==> src/rtl/ktop_xfer_scheduler_if.sv <==
// Bundle of control-side and read/write-master handshake signals for the transfer scheduler.
// The master modport is the scheduler's view; slave is the surrounding host/master side.
interface ktop_xfer_scheduler_if #(
  parameter int C_M_AXI_ADDR_WIDTH = 64,
  parameter int C_XFER_SIZE_WIDTH  = 32
);
  logic                          ap_start;
  logic                          ap_idle;
  logic                          ap_done;
  logic [C_M_AXI_ADDR_WIDTH-1:0] ctrl_addr_offset;
  logic [C_XFER_SIZE_WIDTH-1:0]  ctrl_xfer_size_in_bytes;
  logic                          rd_start;
  logic [C_M_AXI_ADDR_WIDTH-1:0] rd_addr_offset;
  logic [C_XFER_SIZE_WIDTH-1:0]  rd_xfer_size;
  logic                          rd_done;
  logic                          wr_start;
  logic [C_M_AXI_ADDR_WIDTH-1:0] wr_addr_offset;
  logic [C_XFER_SIZE_WIDTH-1:0]  wr_xfer_size;
  logic                          wr_done;
  logic [C_XFER_SIZE_WIDTH-1:0]  chunk_count;

  modport master (
    input  ap_start, ctrl_addr_offset, ctrl_xfer_size_in_bytes, rd_done, wr_done,
    output ap_idle, ap_done, rd_start, rd_addr_offset, rd_xfer_size,
           wr_start, wr_addr_offset, wr_xfer_size, chunk_count
  );

  modport slave (
    output ap_start, ctrl_addr_offset, ctrl_xfer_size_in_bytes, rd_done, wr_done,
    input  ap_idle, ap_done, rd_start, rd_addr_offset, rd_xfer_size,
           wr_start, wr_addr_offset, wr_xfer_size, chunk_count
  );
endinterface

==> src/rtl/ktop_xfer_scheduler.sv <==
// Splits one host transfer into chunk-sized jobs issued in lockstep to a read and a write master,
// advancing to the next chunk only after both masters have reported completion.
module ktop_xfer_scheduler #(
  parameter int C_M_AXI_ADDR_WIDTH = 64,
  parameter int C_XFER_SIZE_WIDTH  = 32,
  parameter int C_CHUNK_BYTES      = 4096
) (
  input logic                  aclk,
  input logic                  areset,
  ktop_xfer_scheduler_if.master bus
);

  typedef enum logic [1:0] {IDLE, ISSUE, WAIT, DONE} state_t;

  localparam logic [C_XFER_SIZE_WIDTH-1:0] ChunkBytes = C_XFER_SIZE_WIDTH'(C_CHUNK_BYTES);

  state_t                        state_q, state_d;
  logic [C_M_AXI_ADDR_WIDTH-1:0] curAddr_q, curAddr_d;
  logic [C_XFER_SIZE_WIDTH-1:0]  remaining_q, remaining_d;
  logic [C_XFER_SIZE_WIDTH-1:0]  chunkCount_q, chunkCount_d;
  logic                          rdSeen_q, rdSeen_d;
  logic                          wrSeen_q, wrSeen_d;
  logic [C_XFER_SIZE_WIDTH-1:0]  chunkSize;
  logic                          bothDone;

  // The last chunk carries the exact remainder rather than a full chunk.
  assign chunkSize = (remaining_q < ChunkBytes) ? remaining_q : ChunkBytes;
  assign bothDone  = (rdSeen_q | bus.rd_done) & (wrSeen_q | bus.wr_done);

  always_ff @(posedge aclk or posedge areset) begin
    if (areset) begin
      state_q      <= IDLE;
      curAddr_q    <= '0;
      remaining_q  <= '0;
      chunkCount_q <= '0;
      rdSeen_q     <= 1'b0;
      wrSeen_q     <= 1'b0;
    end else begin
      state_q      <= state_d;
      curAddr_q    <= curAddr_d;
      remaining_q  <= remaining_d;
      chunkCount_q <= chunkCount_d;
      rdSeen_q     <= rdSeen_d;
      wrSeen_q     <= wrSeen_d;
    end
  end

  always_comb begin
    state_d      = state_q;
    curAddr_d    = curAddr_q;
    remaining_d  = remaining_q;
    chunkCount_d = chunkCount_q;
    rdSeen_d     = rdSeen_q;
    wrSeen_d     = wrSeen_q;
    case (state_q)
      IDLE: begin
        if (bus.ap_start) begin
          curAddr_d    = bus.ctrl_addr_offset;
          remaining_d  = bus.ctrl_xfer_size_in_bytes;
          chunkCount_d = '0;
          state_d      = (bus.ctrl_xfer_size_in_bytes == '0) ? DONE : ISSUE;
        end
      end
      ISSUE: begin
        rdSeen_d = 1'b0;
        wrSeen_d = 1'b0;
        state_d  = WAIT;
      end
      WAIT: begin
        rdSeen_d = rdSeen_q | bus.rd_done;
        wrSeen_d = wrSeen_q | bus.wr_done;
        if (bothDone) begin
          curAddr_d    = curAddr_q + C_M_AXI_ADDR_WIDTH'(chunkSize);
          remaining_d  = remaining_q - chunkSize;
          chunkCount_d = chunkCount_q + C_XFER_SIZE_WIDTH'(1);
          state_d      = (remaining_q == chunkSize) ? DONE : ISSUE;
        end
      end
      DONE:    state_d = IDLE;
      default: state_d = IDLE;
    endcase
  end

  assign bus.ap_idle        = (state_q == IDLE);
  assign bus.ap_done        = (state_q == DONE);
  assign bus.rd_start       = (state_q == ISSUE);
  assign bus.wr_start       = (state_q == ISSUE);
  assign bus.rd_addr_offset = curAddr_q;
  assign bus.wr_addr_offset = curAddr_q;
  assign bus.rd_xfer_size   = chunkSize;
  assign bus.wr_xfer_size   = chunkSize;
  assign bus.chunk_count    = chunkCount_q;

endmodule

==> src/flat_wrapper.sv <==
// flat-port wrapper written by rule: the top's interface ports become plain ports
module ktop_xfer_scheduler_flat 
#(
  parameter int C_M_AXI_ADDR_WIDTH = 64,
  parameter int C_XFER_SIZE_WIDTH  = 32,
  parameter int C_CHUNK_BYTES      = 4096
)
  (aclk, areset, bus_ap_start, bus_ctrl_addr_offset, bus_ctrl_xfer_size_in_bytes, bus_rd_done, bus_wr_done, bus_ap_idle, bus_ap_done, bus_rd_start, bus_rd_addr_offset, bus_rd_xfer_size, bus_wr_start, bus_wr_addr_offset, bus_wr_xfer_size, bus_chunk_count);
  ktop_xfer_scheduler_if #(.C_M_AXI_ADDR_WIDTH(C_M_AXI_ADDR_WIDTH), .C_XFER_SIZE_WIDTH(C_XFER_SIZE_WIDTH)) bus_i ();
  input logic aclk;
  input logic areset;
  input wire logic [$bits(bus_i.ap_start)-1:0] bus_ap_start;
  input wire logic [$bits(bus_i.ctrl_addr_offset)-1:0] bus_ctrl_addr_offset;
  input wire logic [$bits(bus_i.ctrl_xfer_size_in_bytes)-1:0] bus_ctrl_xfer_size_in_bytes;
  input wire logic [$bits(bus_i.rd_done)-1:0] bus_rd_done;
  input wire logic [$bits(bus_i.wr_done)-1:0] bus_wr_done;
  output wire logic [$bits(bus_i.ap_idle)-1:0] bus_ap_idle;
  output wire logic [$bits(bus_i.ap_done)-1:0] bus_ap_done;
  output wire logic [$bits(bus_i.rd_start)-1:0] bus_rd_start;
  output wire logic [$bits(bus_i.rd_addr_offset)-1:0] bus_rd_addr_offset;
  output wire logic [$bits(bus_i.rd_xfer_size)-1:0] bus_rd_xfer_size;
  output wire logic [$bits(bus_i.wr_start)-1:0] bus_wr_start;
  output wire logic [$bits(bus_i.wr_addr_offset)-1:0] bus_wr_addr_offset;
  output wire logic [$bits(bus_i.wr_xfer_size)-1:0] bus_wr_xfer_size;
  output wire logic [$bits(bus_i.chunk_count)-1:0] bus_chunk_count;
  assign bus_i.ap_start = bus_ap_start;
  assign bus_i.ctrl_addr_offset = bus_ctrl_addr_offset;
  assign bus_i.ctrl_xfer_size_in_bytes = bus_ctrl_xfer_size_in_bytes;
  assign bus_i.rd_done = bus_rd_done;
  assign bus_i.wr_done = bus_wr_done;
  assign bus_ap_idle = bus_i.ap_idle;
  assign bus_ap_done = bus_i.ap_done;
  assign bus_rd_start = bus_i.rd_start;
  assign bus_rd_addr_offset = bus_i.rd_addr_offset;
  assign bus_rd_xfer_size = bus_i.rd_xfer_size;
  assign bus_wr_start = bus_i.wr_start;
  assign bus_wr_addr_offset = bus_i.wr_addr_offset;
  assign bus_wr_xfer_size = bus_i.wr_xfer_size;
  assign bus_chunk_count = bus_i.chunk_count;
  ktop_xfer_scheduler #(.C_M_AXI_ADDR_WIDTH(C_M_AXI_ADDR_WIDTH), .C_XFER_SIZE_WIDTH(C_XFER_SIZE_WIDTH), .C_CHUNK_BYTES(C_CHUNK_BYTES)) u_core (.aclk(aclk), .areset(areset), .bus(bus_i));
endmodule
==> config.mk <==
export PLATFORM = sky130hd
export DESIGN_NAME = ktop_xfer_scheduler_flat
export DESIGN_NICKNAME = d
export VERILOG_FILES = /design/src/rtl/ktop_xfer_scheduler_if.sv /design/src/rtl/ktop_xfer_scheduler.sv /design/src/flat_wrapper.sv
export SDC_FILE = /design/constraint.sdc
export NUM_CORES = 1
export LEC_CHECK = 0
export ABC_AREA = 1
export BUFFER_PORTS_ARGS = -buffer_cell sky130_fd_sc_hd__buf_2
export CAP_MARGIN = 5
export CORE_ASPECT_RATIO = 1.25
export CORE_MARGIN = 3
export CORE_UTILIZATION = 59
export CTS_BUF_LIST = sky130_fd_sc_hd__clkbuf_4
export DETAILED_ROUTE_END_ITERATION = 10
export GPL_TIMING_DRIVEN = 0
export PLACE_DENSITY = 0.91
export SLEW_MARGIN = 20
export SYNTH_ARGS = -nofsm -noshare
export SYNTH_HDL_FRONTEND = slang
export SYNTH_SLANG_ARGS = --single-unit
==> constraint.sdc <==
create_clock -name aclk -period 8.5 [get_ports aclk]
set_input_delay 1.7 -clock aclk [delete_from_list [all_inputs] [get_ports aclk]]
set_output_delay 1.7 -clock aclk [all_outputs]
set_load 0.05 [all_outputs]
==> results.cfg, run 1 <==
[run_status]
status = completed

[clock_tree]
cts_setup_buffers = 0
numCtsBuffers = 17
cts_root_buf = clkbuf_4
clk_pin_slew_ns = 0.13
cts.repair.resized = 0
ctsHoldBuffers = 0
cts.sinks = 132
cts_tree = built
clkLatencyLatePin_ns = 0.58
htreeDepth = 4
clk_path_buf_depth = 2

[global_route]
first_global_vias = 12600
grt_pass1_wl_um = 63500
antenna_found_initial = 1
grt_overflow = 0
grtUsageTotal_pct = 38.2
grt_start_max_net_pins = 101

[final_layout]
drive_gt1_share_pct = 24.3
nets = 2203
final_cell_mix = 400 x nand2_1, 310 x buf_2, 195 x nor2_1
syn_to_final_growth_pct = 19.8
fillers = 1600
layout_commonest_cell = nand2_1

[synthesis]
synthCells = 1697
ys.warnings.count = 0
synth_edf_count = 0
avgSynthCellArea_um2 = 6.66
synth_area_um2 = 11300
synth-seq-cells = 132
ys_async_sr_fraction_pct = 100
synthDistinctLibCells = 57
ys_seq_area_share_pct = 29.2
synth_ff_type = dfrtp_1

[sta]
fmax_ghz = 0.203
slew_headroom_pct = 42.5
period_minus_slack_ns = 4.93
fin_skew_ns = 0.0222
rsz0062_at_grt = false
fin_setup_tns_ns = 0
finalHoldViolations = 0
setup_viol = 0
setup_slack_ns = 3.57
worst_pin_slew_ns = 0.862
drv_slew = 0
min_period_over_period_pct = 57.9

[detailed_routing]
drc = 0
ant_nets = 0
routed_wl_um = 41000
dr_total_vias = 13200
drtPass1Iterations = 7
routed_via_density = 5.72
routedWlPerCell_um = 17.8
drt_iter0_drc = 1467

[power]
power_density_nw_per_um2 = 425
vdd_drop_max_uv = 356
p_leak_nw = 7.05

[hold_path]
worstHoldStart = u_core.bus.chunk_count[11]$_DFFE_PP0P_
holdCritPathClass = reg -> reg

[placed_design]
hpwl_um = 32900
gp_congestion = 0.971
dp_slack_ns = 4.25
port_buffers = 290

[die]
fp.dieH_um = 161
pin_count = 329
die_w_um = 130
dieArea_um2 = 20900
coreArea_um2 = 18400
initial_core_util_pct = 61.3
std_cell_rows = 55

[worst_setup_path]
crit_fanout = 12
worstSetupPathType = reg -> out
crit_path_start = u_core.remaining_q[26]$_DFFE_PP0P_
timing.rr.start = u_core.remaining_q[19]$_DFFE_PP0P_
endpoint_kind = primary output
arrival_ns = 3.23
crit_required_ns = 6.80
start_kind = register

[run]
cap_viol_max_count = 0
[critical path: stages (launching register included)]
cell,delay [ns]
dfrtp_1,0.44
nor2_1,0.23
nand2_1,0.13
nor2_2,0.14
nand3_4,0.15
buf_6,0.19
buf_2,0.19
buf_1,0.31
nor2_1,0.45
buf_4,0.18
buf_2,0.25
[Yosys cell counts, types with 2 or more instances]
library cell    n  area [um2]
nand2_1       400        1500
inv_1         195         732
nor2_1        195         732
dfrtp_1       132        3300
buf_4         116         871
a21oi_1       113         566
o21ai_0       102         510
nand3_1        95         475
a22oi_1        58         435
ha_1           38         475
nor3_1         35         175
nand4_1        31         194
buf_2          20         100
nor4_1         19         119
xor2_1         13         114
buf_1          10        37.5
o21ai_1        10        50.1
clkbuf_1        9        33.8
nor2_2          8        50.1
o31ai_1         8        60.1
nand2_2         7        43.8
o211ai_1        7        52.6
a31oi_1         6        37.5
inv_2           5        18.8
o221ai_1        5        43.8
a21o_1          4        30.0
nor3b_1         4        30.0
o21bai_1        4        30.0
or2_2           4        25.0
nand2_4         3        33.8
nand3b_1        3        22.5
nor2_4          3        33.8
o22ai_1         3        18.8
a21oi_2         2        17.5
a221oi_1        2        17.5
conb_1          2        7.51
nand3_2         2        20.0
o211a_1         2        20.0
o221a_2         2        22.5
o41ai_2         2        32.5
xnor2_1         2        17.5
[cell type report]
class | count | area (um2) | area share (%)
antenna | 1 | 2.50 | 0.0185
buffer | 157 | 1060 | 7.82
inverter | 201 | 762 | 5.63
tap | 228 | 285 | 2.11
multi-input combinational | 1263 | 6390 | 47.2
sequential | 132 | 3300 | 24.4
timing repair buffer | 291 | 1480 | 10.9
clock inverter | 13 | 110 | 0.813
clock buffer | 19 | 143 | 1.05
[power by group]
group | total [mW] | switching [mW] | internal [mW]
sequential | 1.27 | 0.387 | 0.886
combinational | 4.06 | 2.93 | 1.13
clock | 0.417 | 0.268 | 0.149
[cell families after synthesis]
| kind of cell | count (synthesis) | share of synthesized area [%] |
|---|---|---|
| AOI/OAI and AO/OA | 337 | 17.9 |
| xor gates and xnor gates | 15 | 1.16 |
| adders and majority gates | 39 | 4.39 |
| buffers and inverters | 358 | 16.0 |
| DFF | 132 | 29.2 |
| other | 2 | 0.0665 |
| and+or+nand+nor | 814 | 31.2 |
[sequential cells by signal (all words and copies together) (netlist names)]
register / flops
u_core.remaining_q: 32
u_core.bus.rd_addr_offset: 64
u_core.state_q: 2
u_core.wrSeen_q: 1
u_core.rdSeen_q: 1
u_core.bus.chunk_count: 32
[layer usage]
| layer | GRT usage [%] | vias to the layer above | wire [um] |
|---|---|---|---|
| met5 | 0 | - | 0 |
| met4 | 21.6 | 0 | 2590 |
| met3 | 5.85 | 186 | 3450 |
| met2 | 65.3 | 783 | 20000 |
| met1 | 45.2 | 6008 | 14900 |
| li1 | - | 6213 | - |
[path summary, 6_finish.rpt]
kind / to / slack, ns / depth (start not counted)
worst max-delay path: bus_wr_xfer_size[10] / 3.57 / 10
worst min-delay path: u_core.bus.chunk_count[11]$_DFFE_PP0P_ / 0.53 / 1
min in group asynchronous: u_core.bus.chunk_count[18]$_DFFE_PP0P_ / 1.06 / 2
worst max register to register: u_core.bus.rd_addr_offset[55]$_DFFE_PP0P_ / 4.23 / 20
max in group asynchronous: u_core.bus.rd_addr_offset[30]$_DFFE_PP0P_ / 6.63 / 3
worst min register to register: u_core.bus.chunk_count[11]$_DFFE_PP0P_ / 0.53 / 1
[metrics by stage]
step | area (um2) | utilization, % | hold WS, ns | instances | power [mW]
2_1_floorplan | 11500 | - | 0.472 | 1753 | 4.19
3_3_place_gp | 13200 | 71.8 | 0.496 | 2271 | 5.12
3_5_place_dp | 13300 | 72.0 | 0.513 | 2272 | 5.22
4_1_cts | 13500 | 73.4 | 0.534 | 2304 | 5.64
5_1_grt | 13500 | 73.4 | 0.564 | 2305 | 6.08
6_report | 13500 | 73.4 | 0.534 | 2305 | 5.75
(Power assumes the default switching activity.)
==> inputs of run 2 (changes only) <==
--- a/config.mk
+++ b/config.mk
@@ -10,11 +10,11 @@
 export CAP_MARGIN = 5
 export CORE_ASPECT_RATIO = 1.25
 export CORE_MARGIN = 3
-export CORE_UTILIZATION = 59
+export CORE_UTILIZATION = 49
 export CTS_BUF_LIST = sky130_fd_sc_hd__clkbuf_4
 export DETAILED_ROUTE_END_ITERATION = 10
 export GPL_TIMING_DRIVEN = 0
-export PLACE_DENSITY = 0.91
+export PLACE_DENSITY = 0.81
 export SLEW_MARGIN = 20
 export SYNTH_ARGS = -nofsm -noshare
 export SYNTH_HDL_FRONTEND = slang
==> constraint.sdc (replaced) <==
create_clock -name aclk -period 4 [get_ports aclk]
set_input_delay 0.8 -clock aclk [delete_from_list [all_inputs] [get_ports aclk]]
set_output_delay 0.8 -clock aclk [all_outputs]
set_load 0.05 [all_outputs]
==> results.cfg, run 2 (synthesis gave the netlist of run 1 again) <==
[clock_tree]
cts.sinks = 132
htreeDepth = 4
clkLatencyLatePin_ns = 0.59
cts_root_buf = clkbuf_4
clk_path_buf_depth = 2
numCtsBuffers = 17
clk_pin_slew_ns = 0.16
cts_tree = built

[sta]
min_period_over_period_pct = 95.7
finalHoldViolations = 0
worst_pin_slew_ns = 0.987
slew_headroom_pct = 34.2
drv_slew = 0
fin_skew_ns = 0.0338
fin_setup_tns_ns = 0
setup_viol = 0
period_minus_slack_ns = 3.83
rsz0062_at_grt = false
fmax_ghz = 0.261
setup_slack_ns = 0.172

[global_route]
grt_overflow = 0
first_global_vias = 12100
grt_pass1_wl_um = 64700
antenna_found_initial = 1
grtUsageTotal_pct = 32.9
grt_start_max_net_pins = 34

[worst_setup_path]
crit_required_ns = 4.44
path_buf_inv = 3
rrSetupSlack_ns = 0.17
timing.rr.start = u_core.remaining_q[22]$_DFFE_PP0P_
cp_slowest_cell = dfrtp_2
r2r_cells = 17
arrival_ns = 4.27
path_delay_family = simple AND/OR/NAND/NOR gates
start_kind = register
crit_fanout = 12
r2r_end = u_core.bus.rd_addr_offset[23]$_DFFE_PP0P_
cp_num_cells = 17
crit_path_start = u_core.remaining_q[22]$_DFFE_PP0P_
endpoint = u_core.bus.rd_addr_offset[23]$_DFFE_PP0P_
slowest_delay_ns = 0.48
path_cells = nor2_2 > nand2_2 > nor2_4 > nand3_4 > buf_6 > buf_2 > buf_6 > nor2_4 > ha_1 > a21oi_1 > o21ai_0 > a21oi_1 > o21ai_4 > nand2_1 > nand2_1 > o21ai_0 > nand3_1
worstSetupPathType = reg -> reg
endpoint_kind = register

[final_layout]
drive_gt1_share_pct = 25.9
fin_cells = 2364
syn_to_final_growth_pct = 22.6
fillers = 2235
utilization_pct = 61.8
multiInputGateArea_um2 = 6480
largest_reg_flops = 64
nets = 2207
layout_commonest_cell = nand2_1
regArea_um2 = 3310
final_cell_mix = 398 x nand2_1, 310 x buf_2, 194 x inv_1

[placed_design]
port_buffers = 290
dpl.cell_count = 2330
hpwl_um = 33700
gp_congestion = 0.971
dp_slack_ns = -0.387

[hold_path]
holdCritPathClass = in -> async

[die]
dieArea_um2 = 24900
fp.dieH_um = 176
std_cell_rows = 61
pin_count = 329
coreArea_um2 = 22400
initial_core_util_pct = 50.4
die_w_um = 142

[power]
vdd_drop_max_uv = 608
p_leak_nw = 7.15
finalPower_mw = 12.5
power_density_nw_per_um2 = 904

[detailed_routing]
routedWlPerCell_um = 17.7
routed_wl_um = 41900
ant_nets = 0
drtPass1Iterations = 6
drt_iter0_drc = 1109
drc = 0
dr_total_vias = 13000
routed_via_density = 5.49

[run_status]
status = completed

[run]
cap_viol_max_count = 0
==> run 2: worst reg2reg max path, delay by kind of cell (launching register included) <==
| kind | cells | cell delay, ns |
|---|---|---|
| simple gates | 8 | 1.13 |
| compound gates | 5 | 1.12 |
| buf+inv | 3 | 0.62 |
| flops | 1 | 0.48 |
| fa+ha+maj | 1 | 0.33 |
==> run 2: what timing repair did <==
action,4_1_cts,5_1_grt
hold buffers,0,0
cloned,0,0
setup buffers,0,1
endpoints found under the setup margin,45,35
resized for setup,8,24
==> run 2: report_power, final <==
part           switching [mW]  total (mW)  internal (mW)
Combinational            6.22        8.63           2.41
Clock                   0.627        1.15          0.524
Sequential              0.858        2.74           1.88
Total                    7.70        12.5           4.82
==> run 2: how the worst min path moves through the flow <==
stage	end	slack [ns]	depth (start not counted)
floorplan	u_core.remaining_q[31]$_DFFE_PP0P_	0.47	2
detailed placement	u_core.remaining_q[31]$_DFFE_PP0P_	0.50	2
global placement	u_core.remaining_q[31]$_DFFE_PP0P_	0.50	2
CTS	u_core.bus.chunk_count[20]$_DFFE_PP0P_	0.24	2
finish	u_core.bus.chunk_count[15]$_DFFE_PP0P_	0.25	2
global route	u_core.bus.chunk_count[20]$_DFFE_PP0P_	0.24	2
==> run 2: cell type report <==
class / count / area share [%]
Antenna cell: 1 / 0.0181
Buffer: 157 / 7.69
Clock buffer: 18 / 0.975
Clock inverter: 14 / 1.52
Inverter: 201 / 5.47
Multi-Input combinational cell: 1263 / 46.8
Sequential cell: 132 / 23.9
Tap cell: 283 / 2.56
Timing Repair Buffer: 295 / 11.1
==> run 2: stage by stage <==
stage | hold slack [ns] | cell area [um2]
after floorplan | 0.472 | 11500
after global placement | 0.496 | 13300
after detailed placement | 0.502 | 13400
after CTS | 0.236 | 13800
after global routing | 0.244 | 13900
final | 0.247 | 13900
==> run 2: per-layer routing <==
| layer | vias up | GRT usage [%] | share of wire (%) |
|---|---|---|---|
| met3 | 80 | 4.60 | 8.5 |
| li1 | 6210 | - | - |
| met2 | 652 | 55.9 | 48 |
| met4 | 0 | 11.6 | 3.3 |
| met5 | - | 0 | 0 |
| met1 | 6026 | 42.8 | 40 |
==> inputs of run 3 (changes only) <==
--- a/config.mk
+++ b/config.mk
@@ -14,8 +14,7 @@
 export CTS_BUF_LIST = sky130_fd_sc_hd__clkbuf_4
 export DETAILED_ROUTE_END_ITERATION = 10
 export GPL_TIMING_DRIVEN = 0
-export PLACE_DENSITY = 0.81
-export SLEW_MARGIN = 20
+export PLACE_DENSITY = 0.82
 export SYNTH_ARGS = -nofsm -noshare
 export SYNTH_HDL_FRONTEND = slang
 export SYNTH_SLANG_ARGS = --single-unit
==> results.cfg, run 3 (synthesis gave the netlist of run 1 again) <==
[run_status]
status = completed

[power]
switching_share_pct = 62.1
p_leak_nw = 7.11
p_comb_share_pct = 69.8
p_int_mw = 4.69
netSwitchingPower_mw = 7.66
share_clk_of_total_power_pct = 8.0
power_density_nw_per_um2 = 895
seqPwrFrac_pct = 22.2
vdd_drop_max_uv = 670

[placed_design]
port_buffers = 290
dp_slack_ns = -0.368
dpl_cell_area_um2 = 13400
gp_congestion = 0.974
hpwl_um = 33300

[worst_setup_path]
r2r_cells = 21
crit_fanout = 12
endpoint_kind = register
arrival_ns = 4.28
crit_required_ns = 4.52
worstSetupPathType = reg -> reg
start_kind = register

[final_layout]
syn_to_final_growth_pct = 22.2
largest_reg_flops = 64
final_cell_mix = 398 x nand2_1, 310 x buf_2, 194 x inv_1
fillers = 2195
layout_commonest_cell = nand2_1
final_area_um2 = 13800
nets = 2206
drive_gt1_share_pct = 25.8

[die]
dieArea_um2 = 24900
fp.dieH_um = 176
std_cell_rows = 61
initial_core_util_pct = 50.4
pin_count = 329
die_w_um = 142
coreArea_um2 = 22400

[detailed_routing]
routed_via_density = 5.49
ant_nets = 0
drt_iter0_drc = 951
drc = 0
dr_total_vias = 13000
routedWlPerCell_um = 17.5
routed_wl_um = 41500
drtPass1Iterations = 5

[clock_tree]
numCtsBuffers = 17
clkLatencyLatePin_ns = 0.59
clk_pin_slew_ns = 0.15
cts_tree = built
cts_root_buf = clkbuf_4
ctsHoldBuffers = 0
cts.sinks = 132
htreeDepth = 4
clk_path_buf_depth = 2

[sta]
slew_headroom_pct = 41.2
drv_slew = 0
period_minus_slack_ns = 3.76
setup_slack_ns = 0.240
setup_viol = 0
fin_skew_ns = 0.0224
fmax_ghz = 0.266
finalHoldViolations = 0
worst_pin_slew_ns = 0.882
min_period_over_period_pct = 94.0
fin_setup_tns_ns = 0

[hold_path]
holdCritPathClass = in -> async

[global_route]
antenna_found_initial = 1
grt_overflow = 0
first_global_vias = 12200
grtUsageTotal_pct = 32.3
grt_pass1_wl_um = 63700
grt_start_max_net_pins = 40

[run]
cap_viol_max_count = 0
## run 3: per-layer routing
layer / wire length [um] / vias up / part of all wire, % / global-route usage, %
li1: - / 6222 / - / -
met5: 0 / - / 0 / 0
met2: 19800 / 719 / 48 / 54.1
met1: 16200 / 5944 / 39 / 41.3
met3: 3910 / 102 / 9.4 / 5.45
met4: 1570 / 0 / 3.8 / 13.0
## run 3: metrics by stage
step / hold WS, ns / power (mW) / cells / utilization [%]
6_report: 0.259 / 12.4 / 2364 / 61.5
5_1_grt: 0.270 / 13.1 / 2364 / 61.5
4_1_cts: 0.260 / 12.1 / 2361 / 61.0
3_5_place_dp: 0.512 / 11.1 / 2329 / 59.7
3_3_place_gp: 0.493 / 11.0 / 2326 / 59.5
2_1_floorplan: 0.472 / 8.91 / 1753 / -
## run 3: path summary, 6_finish.rpt
check                                                       start                                         to  slack, ns
setup reg to reg               u_core.remaining_q[25]$_DFFE_PP0P_  u_core.bus.rd_addr_offset[51]$_DFFE_PP0P_       0.24
hold reg to reg            u_core.bus.chunk_count[11]$_DFFE_PP0P_     u_core.bus.chunk_count[11]$_DFFE_PP0P_       0.53
setup / recovery               u_core.remaining_q[25]$_DFFE_PP0P_  u_core.bus.rd_addr_offset[51]$_DFFE_PP0P_       0.24
max in group asynchronous                                  areset  u_core.bus.rd_addr_offset[52]$_DFFE_PP0P_       3.10
min in group aclk                         bus_ctrl_addr_offset[3]   u_core.bus.rd_addr_offset[3]$_DFFE_PP0P_       0.43
hold / removal                                             areset     u_core.bus.chunk_count[18]$_DFFE_PP0P_       0.26
## run 3: final cells by class
cell class                 instances  area [um2]  share of cell area, %
inverter                         201         758                   5.49
sequential                       132        3310                   23.9
clock inverter                    14         151                   1.10
multi-input combinational       1263        6510                   47.2
tap                              283         354                   2.57
clock buffer                      18         135                  0.979
antenna                            2        5.00                 0.0363
buffer                           157        1070                   7.72
timing repair buffer             294        1520                   11.0
## run 3: critical path: stages, from the launching register on
cell and delay [ns]:
dfrtp_1 0.45, nor2_1 0.18, nand2_1 0.11, nor2_2 0.14, nand3_4 0.16, buf_6 0.19, buf_2 0.20, buf_6 0.20
nor2_2 0.26, ha_1 0.25, nand2_1 0.11, nor2_1 0.16, inv_1 0.09, o21bai_2 0.34, nand2_1 0.09, nand2_1 0.19
nand2_1 0.10, nand2_1 0.17, nand2_1 0.07, nand2_1 0.07, nand3_1 0.07, nand2_1 0.08
## run 3: power groups by stage
stage,Clock [mW],Combinational [mW],Sequential (mW)
5_1_grt,1.05,9.29,2.80
2_1_floorplan,0,5.30,3.61
4_1_cts,0.988,8.43,2.70
3_3_place_gp,0,8.28,2.70
6_report,0.992,8.62,2.74
3_5_place_dp,0,8.42,2.73
## run 3: repair_timing
item                       CTS  global route
gates resized for setup      3            34
gates cloned                 0             0
setup endpoints to repair   34            40
hold endpoints to repair     0             0
buffers inserted             0             1
